`src/rtl/tick_debouncer.sv`:
```
// Debounces N_BTN raw buttons against an external tick strobe; emits level, press and release.
// Optional macro AUTOREPEAT_EN adds repeated press pulses while a button stays held.

module tick_debouncer #(
    parameter int N_BTN        = 4,
    parameter int STABLE_TICKS = 4,
    parameter int REPEAT_DELAY = 50,
    parameter int REPEAT_RATE  = 10
) (
    input  logic             clk,
    input  logic             reset_n,
    input  logic             tick,
    input  logic [N_BTN-1:0] btn_raw,
    output logic [N_BTN-1:0] btn_level,
    output logic [N_BTN-1:0] btn_press,
    output logic [N_BTN-1:0] btn_release
);

    typedef enum logic [1:0] {
        IDLE,
        PRESS_WAIT,
        HELD,
        RELEASE_WAIT
    } state_t;

    localparam logic [7:0] STABLE_LAST = 8'(STABLE_TICKS - 1);

    if (STABLE_TICKS < 2 || STABLE_TICKS > 255 ||
        REPEAT_DELAY < 1 || REPEAT_DELAY > 255 ||
        REPEAT_RATE  < 1 || REPEAT_RATE  > 255) begin : g_bad_cfg
        $error("tick_debouncer: parameter out of legal range");
    end

    logic [N_BTN-1:0] sync_1;
    logic [N_BTN-1:0] sync_2;
    state_t           state_q [N_BTN];
    state_t           state_d [N_BTN];
    logic [7:0]       cnt_q   [N_BTN];
    logic [7:0]       cnt_d   [N_BTN];
    logic [N_BTN-1:0] level_d;
    logic [N_BTN-1:0] press_d;
    logic [N_BTN-1:0] release_d;

`ifdef AUTOREPEAT_EN
    localparam logic [7:0] DELAY_LAST = 8'(REPEAT_DELAY - 1);
    localparam logic [7:0] RATE_LAST  = 8'(REPEAT_RATE - 1);

    logic [7:0]       rep_q [N_BTN];
    logic [7:0]       rep_d [N_BTN];
    logic [N_BTN-1:0] rpt_q;
    logic [N_BTN-1:0] rpt_d;
`endif

    always_ff @(posedge clk or negedge reset_n) begin
        if (!reset_n) begin
            sync_1 <= '0;
            sync_2 <= '0;
        end else begin
            sync_1 <= btn_raw;
            sync_2 <= sync_1;
        end
    end

    always_ff @(posedge clk or negedge reset_n) begin
        if (!reset_n) begin
            for (int i = 0; i < N_BTN; i++) begin
                state_q[i] <= IDLE;
                cnt_q[i]   <= '0;
`ifdef AUTOREPEAT_EN
                rep_q[i]   <= '0;
`endif
            end
`ifdef AUTOREPEAT_EN
            rpt_q       <= '0;
`endif
            btn_level   <= '0;
            btn_press   <= '0;
            btn_release <= '0;
        end else begin
            for (int i = 0; i < N_BTN; i++) begin
                state_q[i] <= state_d[i];
                cnt_q[i]   <= cnt_d[i];
`ifdef AUTOREPEAT_EN
                rep_q[i]   <= rep_d[i];
`endif
            end
`ifdef AUTOREPEAT_EN
            rpt_q       <= rpt_d;
`endif
            btn_level   <= level_d;
            btn_press   <= press_d;
            btn_release <= release_d;
        end
    end

    // A level change on the synchronized input always aborts a wait before any tick is counted.
    always_comb begin
        for (int i = 0; i < N_BTN; i++) begin
            state_d[i]   = state_q[i];
            cnt_d[i]     = cnt_q[i];
            level_d[i]   = btn_level[i];
            press_d[i]   = 1'b0;
            release_d[i] = 1'b0;
`ifdef AUTOREPEAT_EN
            rep_d[i] = rep_q[i];
            rpt_d[i] = rpt_q[i];
            if (state_q[i] != HELD) begin
                rep_d[i] = '0;
                rpt_d[i] = 1'b0;
            end
`endif
            case (state_q[i])
                IDLE: begin
                    if (sync_2[i]) begin
                        state_d[i] = PRESS_WAIT;
                        cnt_d[i]   = '0;
                    end
                end
                PRESS_WAIT: begin
                    if (!sync_2[i]) begin
                        state_d[i] = IDLE;
                        cnt_d[i]   = '0;
                    end else if (tick) begin
                        if (cnt_q[i] == STABLE_LAST) begin
                            state_d[i] = HELD;
                            cnt_d[i]   = '0;
                            level_d[i] = 1'b1;
                            press_d[i] = 1'b1;
                        end else begin
                            cnt_d[i] = cnt_q[i] + 8'd1;
                        end
                    end
                end
                HELD: begin
                    if (!sync_2[i]) begin
                        state_d[i] = RELEASE_WAIT;
                        cnt_d[i]   = '0;
`ifdef AUTOREPEAT_EN
                        rep_d[i]   = '0;
                        rpt_d[i]   = 1'b0;
                    end else if (tick) begin
                        if (rep_q[i] == (rpt_q[i] ? RATE_LAST : DELAY_LAST)) begin
                            press_d[i] = 1'b1;
                            rep_d[i]   = '0;
                            rpt_d[i]   = 1'b1;
                        end else begin
                            rep_d[i] = rep_q[i] + 8'd1;
                        end
`endif
                    end
                end
                RELEASE_WAIT: begin
                    if (sync_2[i]) begin
                        state_d[i] = HELD;
                        cnt_d[i]   = '0;
                    end else if (tick) begin
                        if (cnt_q[i] == STABLE_LAST) begin
                            state_d[i]   = IDLE;
                            cnt_d[i]     = '0;
                            level_d[i]   = 1'b0;
                            release_d[i] = 1'b1;
                        end else begin
                            cnt_d[i] = cnt_q[i] + 8'd1;
                        end
                    end
                end
                default: begin
                    state_d[i] = IDLE;
                    cnt_d[i]   = '0;
                end
            endcase
        end
    end

endmodule

```
`config.mk`:
```
export PLATFORM = sky130hd
export DESIGN_NAME = tick_debouncer
export DESIGN_NICKNAME = d
export VERILOG_FILES = /design/src/rtl/tick_debouncer.sv
export SDC_FILE = /design/constraint.sdc
export NUM_CORES = 1
export LEC_CHECK = 0
export ABC_AREA = 1
export CAP_MARGIN = 10
export CORE_UTILIZATION = 40
export DETAILED_ROUTE_END_ITERATION = 8
export GPL_ROUTABILITY_DRIVEN = 0
export GPL_TIMING_DRIVEN = 0
export PLACE_DENSITY = 0.55
export SYNTH_ARGS = -nofsm -noshare
export SYNTH_HDL_FRONTEND = slang
export SYNTH_SLANG_ARGS = --single-unit
```
`constraint.sdc`:
```
create_clock -name clk -period 3.23 [get_ports clk]
set_clock_uncertainty 0.05 [all_clocks]
set_input_delay 0.8075 -clock clk [delete_from_list [all_inputs] [get_ports clk]]
set_output_delay 0.8075 -clock clk [all_outputs]
set_load 0.05 [all_outputs]
```
# Word-level counts from Yosys, hierarchy flattened
# Index checks and enable logic that the tools add are counted.
[totals] output_inout_bits=12 elab_cells=220 reg_bits=60
[op_classes] reduce_logical=20 n_mux=116 n_eq_ne=64 add_sub_neg=4
[op_table] cell="8-bit two-way mux" n=24
[op_table] cell="8-bit one-hot mux with 4 select lines" n=4
[op_table] cell="2-bit two-way mux" n=32
[op_table] cell="2-bit inequality test (second input constant)" n=32
[op_table] cell="1-bit two-way mux" n=48
[op_table] cell="3-bit inequality test (second input constant)" n=16
[op_table] cell="8-bit by 1-bit adder with 8-bit output (second input constant)" n=4
[op_table] cell="8-bit by 2-bit equality test with 1-bit output (second input constant)" n=4
[op_table] cell="2-bit one-hot mux with 4 select lines" n=4
[op_table] cell="7-bit AND reduction" n=4
[op_table] cell="6-bit AND reduction" n=4
[op_table] cell="2-bit equality test (second input constant)" n=8
[op_table] cell="2-bit by 1-bit equality test with 1-bit output (second input constant)" n=4
[op_table] cell="2-bit logical NOT" n=4
[op_table] cell="1-bit one-hot mux with 2 select lines" n=4
[op_table] cell="2-bit AND reduction" n=4
[op_table] cell="2-bit nonzero test" n=4

# Longest topological paths before layout
[depth] ltp_word=5 depth_mapped=11 mapped_depth_nobuf=11

# Worst setup path after synthesis
# No wires, ideal clock.
[synth_path] path_kind="input -> register" startpoint="input tick" endpoint="register cnt_q[6] (netlist name)" slack_ns=1.538 setup_time_ns=0.113 path_buffers=2 cell_stages=7 t_arrival_ns=1.529 cell_sequence="buf_6 buf_6 nor3_1 a31oi_1 nand2_1 nand2_1 inv_1"
[synth_via] elab_chain_len=3
[synth_rtl] element="start, declared" line_no="12" rtl="input logic tick,"
[synth_rtl] element="8-bit two-way mux (*)"
[synth_rtl] element="8-bit two-way mux, on equally long branches"
[synth_rtl] element="8-bit one-hot mux with 4 select lines (*)"
[synth_rtl] element="end signal, assigned by index" line_no="82" rtl="cnt_q[i] <= cnt_d[i];"
[synth_rtl] element="end, declared" line_no="38" rtl="logic [7:0] cnt_q [N_BTN];"
# Every way passes the cells marked *; elsewhere a longest branch is shown, timed or not.
# A chain may end at the register's enable or synchronous reset.

# Final worst setup path
[layout_path] startpoint="register btn_level[3]" endpoint="output btn_level[3]"
[layout_rtl] element="start, declared" line_no="14" rtl="output logic [N_BTN-1:0] btn_level,"
[layout_rtl] element="start signal, assigned" line_no="90" rtl="btn_level <= level_d;"
# No word-level cell between the ends.

==> results.txt <==
----------------------------------------------------
[Clock network]
  Hold buffers post-CTS ... 0
  Number of gates resized after cts ... 0
  Number of levels the H-tree was split into ... 3
  Post-CTS Setup Bufs ... 0
  TritonCTS clock tree ... done
  Master cell of the clock root buffer ... clkbuf_8
  Clock slew at reported path FFs ... 0.07 ns
  Worst-case clock buffer depth ... 2
  Total clock buffers created by CTS ... 9
  Worst skew pair latency ... roughly 0.33 ns
  Clock tree sinks ... 60

[Power]
  Switching power ... about 0.00084 W
  Sequential share of power ... 0.410
  Power Density ... 653 nW/um^2
  Static Leakage ... ~1.7 nW
  Internal power summed over all cells ... 0.00154 W
  Share of total power in combinational logic ... 0.280
  Worst supply voltage drop on vdd ... between 0.3 and 0.4 mV
  Switching Share ... 0.353
  Clk pwr share ... 0.310

[GRT]
  Overall global routing resource usage ... 0.166
  Pin count of the biggest net entering global routing ... 61
  Grt ovf ... 0
  Vias in the first global route ... 2436
  Initial antenna violation count ... 0
  Global-route wire length before repair ... 10.9 mm

[Yosys]
  Synth warn ... 0
  Cell area after technology mapping ... 3130 sq um
  Synthesized area per cell ... slightly above 8 sq um
  Async S/R FF share, synth ... 1.00
  Yosys cell types ... 30
  Number of flip-flops and latches in the synthesized netlist ... 60
  Post-synthesis instance total ... 381
  Mapped Nets ... 392
  Primary flip-flop cell chosen by synthesis mapping ... dfrtp_1
  Number of flops mapped to enable cells by yosys ... 0
  Register area share after synthesis ... 0.479

[Layout]
  Leading cell types in the layout, fill and taps excluded ... 85 x nand2_1, 60 x dfrtp_1, 48 x inv_1
  Filler Cell Count ... 725
  Antenna cells ... 0
  Final net count ... 420
  Most common library cell in the layout ignoring fill and taps ... nand2_1
  Layout cells sized above 1 ... 0.133
  Share of the core filled with cells ... 0.492
  Post-route standard cell area excluding fillers ... 3640 sq um
  Final standard cell count with taps included and fillers excluded ... about 510
  Area growth from synthesis to layout ... 16.2%

[Timing]
  Transition at the pin with the smallest max-transition slack ... 0.752 ns
  Fin Setup TNS ... 0 ns
  Setup Viol. Count Final ... 0
  Final hold vios ... 0
  Portion of the clock cycle consumed by the worst path in the final layout ... 0.730
  Worst hold slack across all endpoints ... just under 0.3 ns
  Final min period ... 2.36 ns
  Setup repair after global routing missed its margin ... no
  Relative max-transition margin ... 0.499
  Total count of max-transition violations in the final report ... 0
  Max Clk Rate ... approximately 0.42 GHz

[Run status]
  Result of the run ... finished clean

[Drt]
  Routed wire length on met3 ... approximately 210 microns
  DRC ... 0
  Mean routed wirelength per cell ... roughly 12 microns
  TritonRoute pass-1 iters ... 4
  Initial drt markers ... 80
  Routed WL ... roughly 6.0 mm
  Per-cell via count in the routed design ... 4.77
  DR top layer ... met4
  Number of vias in the routed layout ... 2447
  Met2 layer wire length in the routed design ... 2.91 mm
  Routed metal-1 wirelength ... 2.84 mm
  Remaining antenna violation count after routing ... 0

[Worst setup path]
  Ordered cell list for the critical path ... clkdlybuf4s50_1
  Cell with the biggest individual delay on the critical path ... clkdlybuf4s50_1
  Slowest Stage Delay on Critical Path ... 0.81 ns
  Crit path capture type ... primary output
  Crit path kind ... flip-flop to primary output
  Startpoint kind of the worst setup timing path ... flip-flop
  Bufs and invs on worst path ... 1
  Endpoint arrival time on the critical path ... ~1.5 ns
  Peak fanout along the critical path ... 2
  Required time of the critical path ... 2.37 ns
  Top cell family by delay on the critical path ... buffers and inverters

[Placement]
  HPWL after DPL ... 4.18 mm
  Port-buffer cells ... 17
  Post-placement cell area ... roughly 3400 sq um
  Post-placement cell count ... 497

[Job]
  Count of maximum capacitance violations ... 0

[Min path]
  Path type of the worst min-delay path ... flip-flop to flip-flop

[Die]
  Initial core utilization ... 0.423
  Boundary pin count ... 19
  Die width ... a little over 90 microns
  Die Ht ... roughly 91 microns
  Number of standard-cell rows in the floorplan ... 31
  Overall die area ... 8190 sq um
  Area of the placeable core ... about 7400 sq um

----------------------------------------------------
synth_stat cells, types with 2 or more instances:
cell type	instances	area, sq um
inv_1	48	180
nor2_2	8	50.1
o2111ai_1	4	35.0
a21boi_0	2	15.0
xor2_1	17	149
a31oi_1	3	18.8
dfrtp_1	60	1500
nor2_1	44	165
a21oi_1	13	65.1
nand3_1	31	155
ha_1	4	50.1
nand2_1	85	319
inv_2	9	33.8
a21oi_2	2	17.5
buf_6	3	33.8
o31ai_1	2	15.0
nor3_1	9	45.0
nand3_4	2	35.0
o21bai_1	4	30.0
nand2_2	6	37.5
nand2_4	3	33.8
o21ai_0	11	55.1
nand4_1	2	12.5
o22ai_1	3	18.8
cells by family after synthesis:
kind of cell | after synthesis | share of synthesized area
adder cells (fa/ha/maj) | 4 | 0.0160
flip-flops | 60 | 0.479
AO/OA/AOI/OAI | 45 | 0.0902
XOR/XNOR | 18 | 0.0527
AND/OR/NAND/NOR | 192 | 0.280
buffers and inverters | 62 | 0.0822
metrics by stage:
stage	power, W	worst slack, ns
floorplan	0.00148	1.54
detailed placement	0.00166	1.24
global route	0.00255	0.827
global placement	0.00165	-0.752
CTS	0.00243	0.849
finish	0.00238	0.872
final timing paths:
path,start,to,slack [ns],depth (start not counted)
max,btn_level[3]$_DFFE_PN0P_,btn_level[3],0.87,1
min,sync_1[2]$_DFF_PN0_,sync_2[2]$_DFF_PN0_,0.30,0
max reg2reg,cnt_q[0]$_DFFE_PN0P_,cnt_q[6]$_DFFE_PN0P_,1.55,10
min reg2reg,sync_1[2]$_DFF_PN0_,sync_2[2]$_DFF_PN0_,0.30,0
max in group asynchronous,reset_n,asynchronous set/reset pin,2.13,1
min in group asynchronous,reset_n,btn_press[1]$_DFF_PN0_,0.48,1
flip-flops by register name, indices dropped and copies added, names as in the netlist, named ones only:
name / flops
cnt_q: 32
sync_1: 4
btn_release: 4
sync_2: 4
btn_press: 4
state_q: 4
btn_level: 4
power by group through the flow:
stage / Combinational, W / Clock, W / Sequential [W]
after global routing: 0.000757 / 0.000801 / 0.000990
final: 0.000666 / 0.000738 / 0.000974
after detailed placement: 0.000677 / 0 / 0.000987
after floorplan: 0.000446 / 0 / 0.00103
after CTS: 0.000679 / 0.000772 / 0.000974
after global placement: 0.000665 / 0 / 0.000982
cell type report:
class,instances,area [sq um],share of cell area
Tap cell,99,124,0.0340
Inverter,58,219,0.0601
Buffer,4,38.8,0.0106
Sequential cell,60,1500,0.412
Multi-Input combinational cell,259,1380,0.378
Clock inverter,5,75.1,0.0206
Timing Repair Buffer,17,168,0.0460
Clock buffer,11,141,0.0388
routing by layer:
layer | vias to the layer above | global-route usage
li1 | 1266 | -
met1 | 1138 | 0.200
met2 | 34 | 0.283
met3 | 9 | 0.0505
met4 | 0 | 0.0484
met5 | - | 0
(Power assumes the default switching activity.)
